==> src/rtl/fft8_sched_pkg.sv <==
// Shared types and constants for the fft8 frame scheduler.
// Optional perf counters in the top are enabled with FFT_SCHED_PERF_EN.
package fft8_sched_pkg;

  localparam int FRAME_LEN = 8;
  localparam int SAMPLE_W  = 16;

  typedef enum logic [2:0] {
    IDLE   = 3'd0,
    LOAD   = 3'd1,
    START  = 3'd2,
    WAIT   = 3'd3,
    UNLOAD = 3'd4
  } state_t;

  // Next requester index after idx, wrapping at n.
  function automatic int rr_next(input int idx, input int n);
    return (idx + 1 >= n) ? 0 : idx + 1;
  endfunction

endpackage

==> src/rtl/fft8_frame_scheduler_rr_arbiter.sv <==
// Combinational round-robin arbiter: the search starts one past the last grant.
module rr_arbiter
  import fft8_sched_pkg::*;
#(
  parameter int NUM_REQ = 2,
  parameter int ID_W    = 2
) (
  input  logic [NUM_REQ-1:0] req,
  input  logic [ID_W-1:0]    last_grant,
  output logic [NUM_REQ-1:0] grant_oh,
  output logic [ID_W-1:0]    grant_idx
);

  localparam int SEL_W = (NUM_REQ > 1) ? $clog2(NUM_REQ) : 1;

  int   cand;
  logic found;

  always_comb begin
    grant_oh  = '0;
    grant_idx = '0;
    found     = 1'b0;
    cand      = int'(last_grant);
    for (int k = 0; k < NUM_REQ; k++) begin
      cand = rr_next(cand, NUM_REQ);
      if (!found && req[SEL_W'(cand)]) begin
        found                    = 1'b1;
        grant_oh[SEL_W'(cand)]   = 1'b1;
        grant_idx                = ID_W'(cand);
      end
    end
  end

endmodule

==> src/rtl/fft8_frame_scheduler.sv <==
// Time-shares one 8-point FFT core between NUM_REQ sample streams.
// Define FFT_SCHED_PERF_EN to add the perf_frames / perf_busy counters.
module fft8_frame_scheduler
  import fft8_sched_pkg::*;
#(
  parameter int NUM_REQ        = 2,
  parameter int ID_W           = 2,
  parameter int TIMEOUT_CYCLES = 64
) (
  input  logic                     clk,
  input  logic                     rst_n,
  input  logic [NUM_REQ-1:0]       s_valid,
  output logic [NUM_REQ-1:0]       s_ready,
  input  logic [NUM_REQ*16-1:0]    s_real,
  input  logic [NUM_REQ*16-1:0]    s_imag,
  output logic                     core_start,
  output logic [127:0]             core_in_real,
  output logic [127:0]             core_in_imag,
  input  logic [127:0]             core_out_real,
  input  logic [127:0]             core_out_imag,
  input  logic                     core_done,
  output logic                     m_valid,
  input  logic                     m_ready,
  output logic [15:0]              m_real,
  output logic [15:0]              m_imag,
  output logic                     m_last,
  output logic [ID_W-1:0]          m_id,
  output logic                     busy,
`ifdef FFT_SCHED_PERF_EN
  output logic [31:0]              perf_frames,
  output logic [31:0]              perf_busy,
`endif
  output logic                     err_timeout,
  output logic [2:0]               dbg_state
);

  localparam int WD_W = $clog2(TIMEOUT_CYCLES + 1);

  // Both stream interfaces transfer on a rising clk edge where valid and
  // ready are both high; ready never depends on valid in this block.

  state_t                state, state_nxt;
  logic [ID_W-1:0]       grant_q, rr_q;
  logic [2:0]            cnt_q, ocnt_q;
  logic [WD_W-1:0]       wd_q;
  logic                  err_q;
  logic [SAMPLE_W-1:0]   in_r [FRAME_LEN];
  logic [SAMPLE_W-1:0]   in_i [FRAME_LEN];
  logic [SAMPLE_W-1:0]   ob_r [FRAME_LEN];
  logic [SAMPLE_W-1:0]   ob_i [FRAME_LEN];

  logic [NUM_REQ-1:0]    arb_oh;
  logic [ID_W-1:0]       arb_idx;
  logic                  sel_valid;
  logic [SAMPLE_W-1:0]   sel_real, sel_imag;
  logic                  load_xfer, m_xfer, wd_expired;

  rr_arbiter #(
    .NUM_REQ (NUM_REQ),
    .ID_W    (ID_W)
  ) u_arb (
    .req        (s_valid),
    .last_grant (rr_q),
    .grant_oh   (arb_oh),
    .grant_idx  (arb_idx)
  );

  // Only the granted requester is routed and only it sees ready in LOAD.
  always_comb begin
    sel_valid = 1'b0;
    sel_real  = '0;
    sel_imag  = '0;
    s_ready   = '0;
    for (int i = 0; i < NUM_REQ; i++) begin
      if (grant_q == ID_W'(i)) begin
        sel_valid  = s_valid[i];
        sel_real   = s_real[i*SAMPLE_W +: SAMPLE_W];
        sel_imag   = s_imag[i*SAMPLE_W +: SAMPLE_W];
        s_ready[i] = (state == LOAD);
      end
    end
  end

  assign load_xfer  = (state == LOAD) && sel_valid;
  assign m_xfer     = (state == UNLOAD) && m_ready;
  assign wd_expired = (wd_q == WD_W'(TIMEOUT_CYCLES - 1));

  always_comb begin
    state_nxt  = state;
    core_start = 1'b0;
    m_valid    = 1'b0;
    m_last     = 1'b0;
    busy       = (state != IDLE);
    case (state)
      IDLE:   if (|arb_oh) state_nxt = LOAD;
      LOAD:   if (load_xfer && cnt_q == 3'(FRAME_LEN - 1)) state_nxt = START;
      START: begin
        core_start = 1'b1;
        state_nxt  = WAIT;
      end
      WAIT: begin
        if (core_done)       state_nxt = UNLOAD;
        else if (wd_expired) state_nxt = IDLE;
      end
      UNLOAD: begin
        m_valid = 1'b1;
        m_last  = (ocnt_q == 3'(FRAME_LEN - 1));
        if (m_ready && m_last) state_nxt = IDLE;
      end
      default: state_nxt = IDLE;
    endcase
  end

  always_ff @(posedge clk) begin
    if (!rst_n) begin
      state   <= IDLE;
      grant_q <= '0;
      rr_q    <= ID_W'(NUM_REQ - 1);
      cnt_q   <= '0;
      ocnt_q  <= '0;
      wd_q    <= '0;
      err_q   <= 1'b0;
      for (int k = 0; k < FRAME_LEN; k++) begin
        in_r[k] <= '0;
        in_i[k] <= '0;
        ob_r[k] <= '0;
        ob_i[k] <= '0;
      end
    end else begin
      state <= state_nxt;
      case (state)
        IDLE: begin
          if (|arb_oh) begin
            grant_q <= arb_idx;
            cnt_q   <= '0;
          end
        end
        LOAD: begin
          if (load_xfer) begin
            in_r[cnt_q] <= sel_real;
            in_i[cnt_q] <= sel_imag;
            cnt_q       <= cnt_q + 3'd1;
          end
        end
        START: begin
          rr_q <= grant_q;
          wd_q <= '0;
        end
        WAIT: begin
          if (core_done) begin
            for (int k = 0; k < FRAME_LEN; k++) begin
              ob_r[k] <= core_out_real[k*SAMPLE_W +: SAMPLE_W];
              ob_i[k] <= core_out_imag[k*SAMPLE_W +: SAMPLE_W];
            end
            ocnt_q <= '0;
          end else if (wd_expired) begin
            err_q <= 1'b1;
          end else begin
            wd_q <= wd_q + WD_W'(1);
          end
        end
        UNLOAD: if (m_xfer) ocnt_q <= ocnt_q + 3'd1;
        default: ;
      endcase
    end
  end

  always_comb begin
    core_in_real = '0;
    core_in_imag = '0;
    for (int k = 0; k < FRAME_LEN; k++) begin
      core_in_real[k*SAMPLE_W +: SAMPLE_W] = in_r[k];
      core_in_imag[k*SAMPLE_W +: SAMPLE_W] = in_i[k];
    end
  end

  assign m_real      = ob_r[ocnt_q];
  assign m_imag      = ob_i[ocnt_q];
  assign m_id        = grant_q;
  assign err_timeout = err_q;
  assign dbg_state   = state;

`ifdef FFT_SCHED_PERF_EN
  always_ff @(posedge clk) begin
    if (!rst_n) begin
      perf_frames <= '0;
      perf_busy   <= '0;
    end else begin
      if (busy)            perf_busy   <= perf_busy + 32'd1;
      if (m_xfer && m_last) perf_frames <= perf_frames + 32'd1;
    end
  end
`endif

endmodule

==> config.mk <==
export PLATFORM = sky130hd
export DESIGN_NAME = fft8_frame_scheduler
export DESIGN_NICKNAME = d
export VERILOG_FILES = /design/src/rtl/fft8_sched_pkg.sv /design/src/rtl/fft8_frame_scheduler_rr_arbiter.sv /design/src/rtl/fft8_frame_scheduler.sv
export SDC_FILE = /design/constraint.sdc
export NUM_CORES = 1
export LEC_CHECK = 0
export CAP_MARGIN = 40
export CORE_MARGIN = 2
export CORE_UTILIZATION = 23
export DETAILED_ROUTE_END_ITERATION = 10
export SYNTH_ARGS = -nofsm -noshare
export SYNTH_HDL_FRONTEND = slang
export SYNTH_HIERARCHICAL = 1
export SYNTH_SLANG_ARGS = --single-unit
export TNS_END_PERCENT = 5
==> constraint.sdc <==
create_clock -name clk -period 8.6 [get_ports clk]
set_clock_uncertainty 0.05 [all_clocks]
set_input_delay 2.15 -clock clk [delete_from_list [all_inputs] [get_ports clk]]
set_output_delay 2.15 -clock clk [all_outputs]
set_load 0.01 [all_outputs]
### Word-level counts from Yosys, hierarchy flattened

Memory sizes are Yosys's and may differ from the RTL's. A register that Yosys moved wholly into a read port is not among the register bits.
Index checks and enable logic that the tools add are counted.
W data, S select, Z words.

| storage, ports and cells | value |
|---|---|
| flip-flop bits (word level) | 21 |
| memory bits (writable) | 512 |
| bits of input ports | 326 |
| logic and storage cells | 156 |
| memories kept | 4 |

Memories:

| memory | words | width | read ports | clocked after Yosys merged registers in | write ports | line | RTL |
|---|---|---|---|---|---|---|---|
| in_i | 8 | 16 | 8 | 0 | 8 | fft8_frame_scheduler.sv:48 | `logic [SAMPLE_W-1:0] in_i [FRAME_LEN];` |
| in_r | 8 | 16 | 8 | 0 | 8 | fft8_frame_scheduler.sv:47 | `logic [SAMPLE_W-1:0] in_r [FRAME_LEN];` |
| ob_i | 8 | 16 | 1 | 1 | 8 | fft8_frame_scheduler.sv:50 | `logic [SAMPLE_W-1:0] ob_i [FRAME_LEN];` |
| ob_r | 8 | 16 | 1 | 1 | 8 | fft8_frame_scheduler.sv:49 | `logic [SAMPLE_W-1:0] ob_r [FRAME_LEN];` |

| operators by class | value |
|---|---|
| $add $sub $neg | 5 |
| order comparisons | 6 |
| eq/ne operators | 17 |
| mux-type cells | 76 |
| bitwise gates (word level) | 18 |
| reduce and logical (&&, ||, !) cells | 23 |

Operators by type and width:

| operator | count |
|---|---|
| $mux W16 | 22 |
| $mux W3 | 15 |
| $add A32 B2 Y32 const B | 1 |
| $ge A32 B3 Y1 const B | 1 |
| $mux W32 | 1 |
| $reduce_or A16 Y1 | 2 |
| $mux W1 | 25 |
| $or A1 B1 Y1 | 16 |
| $pmux W3 S5 | 1 |
| $mux W7 | 2 |
| $pmux W7 S2 | 1 |
| $ne A2 B2 Y1 const B | 6 |
| $pmux W3 S2 | 2 |
| $reduce_and A3 Y1 | 4 |
| $mux W2 | 5 |
| $eq A3 B3 Y1 const B | 3 |
| $add A7 B1 Y7 const B | 1 |
| $eq A7 B6 Y1 const B | 1 |
| $logic_and A1 B1 Y1 | 7 |
| $add A3 B1 Y3 const B | 2 |
| $eq A3 B2 Y1 const B | 2 |
| $lt A1 B3 Y1 const B | 2 |
| $reduce_bool A2 Y1 | 3 |
| $ne A2 B1 Y1 const B | 2 |
| other kinds (16) | 18 |

### Depth between registers and ports, before layout

Gate-level depths: netlist of run 1.

| logic depth | value |
|---|---|
| word-level depth | 15 |
| mapped depth | 6 |
| mapped depth without buffers | 6 |

### Modules after synthesis

The synthesis of run 1 kept the hierarchy.

Modules (own cells, without submodules):

| module | times used | cells an instance | area an instance (um^2) | sequential area each (um^2) |
|---|---|---|---|---|
| fft8_frame_scheduler | 1 | 1453 | 22301.4 | 15855.2 |
| rr_arbiter | 1 | 8 | 55.1 | 0.0 |

### Worst setup path before layout of run 1

OpenSTA, ideal clock, no wires.

| path | value |
|---|---|
| path type | input to register |
| from | input rst_n |
| to | memory ob_i[0][0] (enable) |
| library setup time | 1.966 ns |
| data arrival time | 7.126 ns |
| data required time | 6.584 ns |
| setup slack | -0.542 ns |
| stages on the path | 4 |
| buffers on the path | 3 |
| path through | clkbuf_1 clkbuf_1 clkbuf_1 nand2_1 |

RTL lines:

| element | line | RTL |
|---|---|---|
| start: declaration | fft8_frame_scheduler.sv:11 | `input logic rst_n,` |
| end: declaration | fft8_frame_scheduler.sv:50 |  |

==> results_dict.tcl, run 1 <==
set metrics [dict create \
    cp_slowest_stage_delay_ns 0.68 \
    fin_tns_setup_ns 0 \
    muxShareOfSynthArea 0.0986 \
    combinationalPowerShare 0.080 \
    synth_cells 1461 \
    wl_per_cell_um 22.6 \
    synth_top_flop_cell "edfxtp_1" \
    start_kind "flop" \
    cts_buffers 59 \
    io_pins 626 \
    initial_utilization 0.232 \
    clkTransAtPathRegs_ns 0.07 \
    post_cts_buffers 0 \
    avgSynthCellArea_um2 15.3 \
    synth_fa_ha_area_frac 0.00336 \
    top_layer_used "met5" \
    cts_root_buf "clkbuf_16" \
    hold_viol 0 \
    async_flop_share 0 \
    period_needed_ns 5.62 \
    drv_slew 0 \
    p_per_area_nw_per_um2 186 \
    yosys.area.top_type "edfxtp_1" \
    crit_chain "buf_4 -> mux4_2 -> mux2_2 -> clkdlybuf4s50_1" \
    vdd_drop_max_mv 0.165 \
    timing.final.crit_share 0.654 \
    grt_pass1_wl_um 107000 \
    first_pass_iters 5 \
    drtAntennaViolNets 0 \
    syn-num-nets 1793 \
    worst_path_max_delay_cell "dfxtp_4" \
    final_cell_mix "clkdlybuf4s50_1 (624), edfxtp_1 (512), and2_1 (259)" \
    htree_levels 2 \
    cts_buffer_depth 3 \
    yosys.area.top_type_share 0.688 \
    grt_max_degree 163 \
    ys_seq_elements 536 \
    port-buffer-count 625 \
    rsz0062_at_grt "no" \
    ctsResizeCount 0 \
    antenna_found_initial 12 \
    synth.distinct_cells 52 \
    required_ns 6.40 \
    wl_met2_um 37300 \
    synth_xor_area_frac 0 \
    wirelength_met1_um 28400 \
    synth_compound_area_frac 0.00750 \
    drt_iter0_drc 1068 \
    drc 0 \
    grt.overflow.total 0 \
    fp.dieH_um 316 \
    status "finished clean" \
    ys_seq_area_frac 0.709 \
    worst_pin_slew_ns 0.920 \
    core_area_um2 96600 \
    synth-simple-area-share 0.154 \
    die_x_um 316 \
    path_max_fanout 30 \
    path_buf_inv 2 \
    gp_congestion 0.826 \
    swShare 0.218 \
    wl_met3_um 8510 \
    clock.fmax_ghz 0.178 \
    hp-class "reg -> reg" \
    whs_ns 0.416 \
    cts_sinks 536 \
    relSlewSlack 0.387 \
    crit_type "reg -> out" \
    first_global_vias 15212 \
    seqPwrFrac 0.508 \
    yosys_warnings 6 \
    finish.net_count 2370 \
    end_kind "output port" \
    cap_violations 0 \
    syn_area_um2 22400 \
    drive_gt1_frac 0.122 \
    post_drt_via_cell_ratio 4.29 \
    internal_power_uw 4600 \
    hold_buffers 0 \
    path_delay_family "buffers and inverters" \
    area_delta_synth_final_pct 41.7 \
    fillers 9405 \
    dp_hpwl_um 54400 \
    cts_tree "yes" \
    p_clk_frac 0.411 \
    row_count 114 \
    reg2reg_slack_ns 5.42 \
    clock_latency_ns 0.63 \
    setup_viol 0 \
    crit_arrival_ns 3.42 \
    synth-edff-count 512 \
    p_sw_uw 1290 \
    dieArea_um2 99700 \
    synth_top_family_by_area "simple AND/OR/NAND/NOR gates" \
    final_common_cell "clkdlybuf4s50_1" \
    netlist_top_cells_area "edfxtp_1 (69%), and2_1 (7.2%), mux4_2 (6.4%)" \
    p_leak_uw 0.0111 \
    dr_total_vias 14391 \
    grtUsageTotal 0.147 \
    drt_wl_total_um 75900 \
]
## synthesized netlist by cell type (4+ instances only)
| cell | n |
|---|---|
| nand4_4 | 4 |
| buf_2 | 34 |
| buf_6 | 5 |
| nand4b_4 | 4 |
| mux4_2 | 64 |
| or2_2 | 34 |
| edfxtp_1 | 512 |
| nor2_1 | 227 |
| dfxtp_1 | 24 |
| mux2_2 | 33 |
| inv_1 | 5 |
| buf_4 | 5 |
| nand3_1 | 9 |
| ha_1 | 6 |
| mux2i_1 | 39 |
| a21oi_1 | 5 |
| a31oi_1 | 4 |
| o21ai_0 | 4 |
| buf_1 | 32 |
| and2_1 | 259 |
| nor3_1 | 33 |
| clkbuf_1 | 30 |
| clkbuf_2 | 20 |
| nand2_1 | 25 |
## flip-flops by register name, summed over array words and instances, names as in the netlist, named ones only
register,flops
in_r,128
ob_r,128
rr_q,2
ocnt_q,3
m_id,2
in_i,128
wd_q,7
cnt_q,3
dbg_state,3
err_timeout,1
ob_i,128
## final cells by class
type,instances,area (um^2),area share
Inverter,5,18.8,0.000593
Timing Repair Buffer,642,6450,0.204
Clock inverter,26,236,0.00747
Clock buffer,74,1550,0.0491
Antenna cell,4,10.0,0.000316
Tap cell,1276,1600,0.0504
Sequential cell,536,15900,0.501
Multi-Input combinational cell,794,5940,0.187
## worst paths after layout
kind	from	to	cells past startpoint
worst max-delay path	flop	m_imag[10]	4
worst min-delay path	rr_q[1]	rr_q[1]	2
worst max register to register	dbg_state[0]	in_i[4][8]	4
worst min register to register	rr_q[1]	rr_q[1]	2
## metrics by stage
| step | util | instances | power, uW | area (um^2) | setup slack [ns] |
|---|---|---|---|---|---|
| 2_1_floorplan | - | 1461 | 3190 | 22400 | 2.07 |
| 3_3_place_gp | 0.308 | 3249 | 3510 | 29800 | 3.41 |
| 3_5_place_dp | 0.309 | 3252 | 3520 | 29900 | 3.31 |
| 4_1_cts | 0.328 | 3352 | 5950 | 31600 | 2.74 |
| 5_1_grt | 0.328 | 3353 | 6080 | 31700 | 2.71 |
| 6_report | 0.328 | 3357 | 5890 | 31700 | 2.98 |
## metal layers
layer / vias up / GRT usage
li1: 6400 / -
met1: 7288 / 0.169
met2: 585 / 0.249
met3: 106 / 0.0636
met4: 12 / 0.0388
met5: - / 0
## logic make-up after synthesis
logic type	after synthesis
fa+ha+maj	6
flops	536
mux	136
buf+inv	131
other cells	1
compound gates	24
simple gates	627
## power groups by stage
stage	clock network (uW)	registers [uW]	logic [uW]
floorplan	0	3070	119
global placement	0	3050	469
detailed placement	0	3050	475
CTS	2480	3000	478
global route	2580	3000	500
finish	2420	2990	473
## worst reg2reg max path, cell delays in order, from the launching register on
cell     delay, ns
dfxtp_1       0.65
nor4b_4       0.28
buf_4         0.32
nand4_4       0.55
nand2_2       0.94
Power figures use the tool's default switching activity.
==> run 2: changes to the inputs <==
==> constraint.sdc (replaced) <==
create_clock -name clk -period 5.04 [get_ports clk]
set_clock_uncertainty 0.05 [all_clocks]
set_input_delay 1.26 -clock clk [delete_from_list [all_inputs] [get_ports clk]]
set_output_delay 1.26 -clock clk [all_outputs]
set_load 0.01 [all_outputs]
==> results_dict.tcl, run 2 (synthesis results as in run 1) <==
set metrics [dict create \
    crit_type "reg -> out" \
    core_area_um2 96600 \
    crit_arrival_ns 3.15 \
    grt_max_degree 106 \
    end_kind "output port" \
    wl_per_cell_um 22.3 \
    reg2reg_slack_ns 1.91 \
    grtUsageMet2 0.248 \
    total_power_uw 10500 \
    path_buf_inv 2 \
    gp_congestion 0.830 \
    worst_pin_slew_ns 0.953 \
    drt_wl_total_um 75700 \
    antenna_found_initial 27 \
    cts_root_buf "clkbuf_16" \
    finish.net_count 2386 \
    grt.overflow.total 0 \
    clock_latency_ns 0.63 \
    drv_slew 0 \
    hp-class "reg -> reg" \
    first_global_vias 15509 \
    path_delay_family "multiplexers" \
    ctsResizeCount 0 \
    cts_buffer_depth 3 \
    cap_violations 0 \
    die_x_um 316 \
    status "finished clean" \
    hold_buffers 0 \
    htree_levels 2 \
    rsz0062_at_grt "no" \
    cts_buffers 60 \
    relSlewSlack 0.365 \
    period_needed_ns 4.46 \
    path_max_fanout 27 \
    fin_tns_setup_ns 0 \
    vdd_drop_max_mv 0.249 \
    initial_utilization 0.232 \
    fp.dieH_um 316 \
    grt_util_met1 0.166 \
    drive_gt1_frac 0.139 \
    grtUsageTotal 0.147 \
    cts_sinks 536 \
    grt_pass1_wl_um 106000 \
    setup_viol 0 \
    area_delta_synth_final_pct 43.8 \
    row_count 114 \
    io_pins 626 \
    crit_chain "buf_4 -> mux4_2 -> mux2_2 -> clkdlybuf4s50_1" \
    met3_usage 0.0604 \
    timing.final.crit_share 0.884 \
    final_cell_mix "clkdlybuf4s50_1 (624), edfxtp_1 (512), and2_1 (259)" \
    port-buffer-count 625 \
    drt_iter0_drc 1058 \
    placed_area_um2 30100 \
    drtAntennaViolNets 0 \
    cts_tree "yes" \
    p_per_area_nw_per_um2 328 \
    final_common_cell "clkdlybuf4s50_1" \
    first_pass_iters 5 \
    design_area_um2 32100 \
    hold_viol 0 \
    cp_slowest_stage_delay_ns 0.72 \
    post_drt_via_cell_ratio 4.31 \
    p_leak_uw 0.0113 \
    start_kind "flop" \
    post_cts_buffers 0 \
    dieArea_um2 99700 \
    required_ns 3.73 \
    dr_total_vias 14603 \
    clkTransAtPathRegs_ns 0.07 \
    clock.fmax_ghz 0.224 \
    worst_path_max_delay_cell "dfxtp_4" \
    grt-busiest-layer "met2" \
    dp_hpwl_um 54700 \
    drc 0 \
]
run 2: per-layer routing:
metal / part of all wire / wire length (um) / vias up
li1: - / - / 6464
met1: 0.36 / 27500 / 7294
met2: 0.49 / 37100 / 661
met3: 0.11 / 8450 / 160
met4: 0.032 / 2420 / 24
met5: 0.0021 / 159 / -
run 2: where the power goes:
group	switching, uW	internal [uW]	leakage, uW
Combinational	359	452	0.00487
Clock	1850	2770	0.00100
Sequential	57.6	5050	0.00544
Total	2270	8270	0.0113
run 2: path summary, 6_finish.rpt:
| check | from | end | cells past startpoint |
|---|---|---|---|
| min | rr_q[1] | rr_q[1] | 2 |
| min reg2reg | rr_q[1] | rr_q[1] | 2 |
| max reg2reg | dbg_state[0] | in_r[3][5] | 4 |
| max | flop | m_real[5] | 4 |
run 2: worst min-delay path, delay by kind of cell (launching register included):
family,cells,cell delay [ns]
DFF,1,0.31
and+or+nand+nor,1,0.05
AOI/OAI and AO/OA,1,0.06
run 2: area by class of cell:
class	instances	area [um^2]
fill	9406	64400
sequential	536	15900
timing repair buffer	657	6630
multi-input combinational	794	5940
tap	1276	1600
clock buffer	66	1550
clock inverter	46	519
antenna	9	22.5
inverter	5	18.8
run 2: per-stage QoR:
stage	worst slack (ns)	util	hold slack [ns]	cells
finish	0.583	0.333	0.419	3389
global route	0.398	0.333	0.442	3384
CTS	0.437	0.333	0.418	3380
detailed placement	0.763	0.311	0.410	3268
global placement	0.910	0.310	0.399	3264
floorplan	0.466	-	0.386	1461
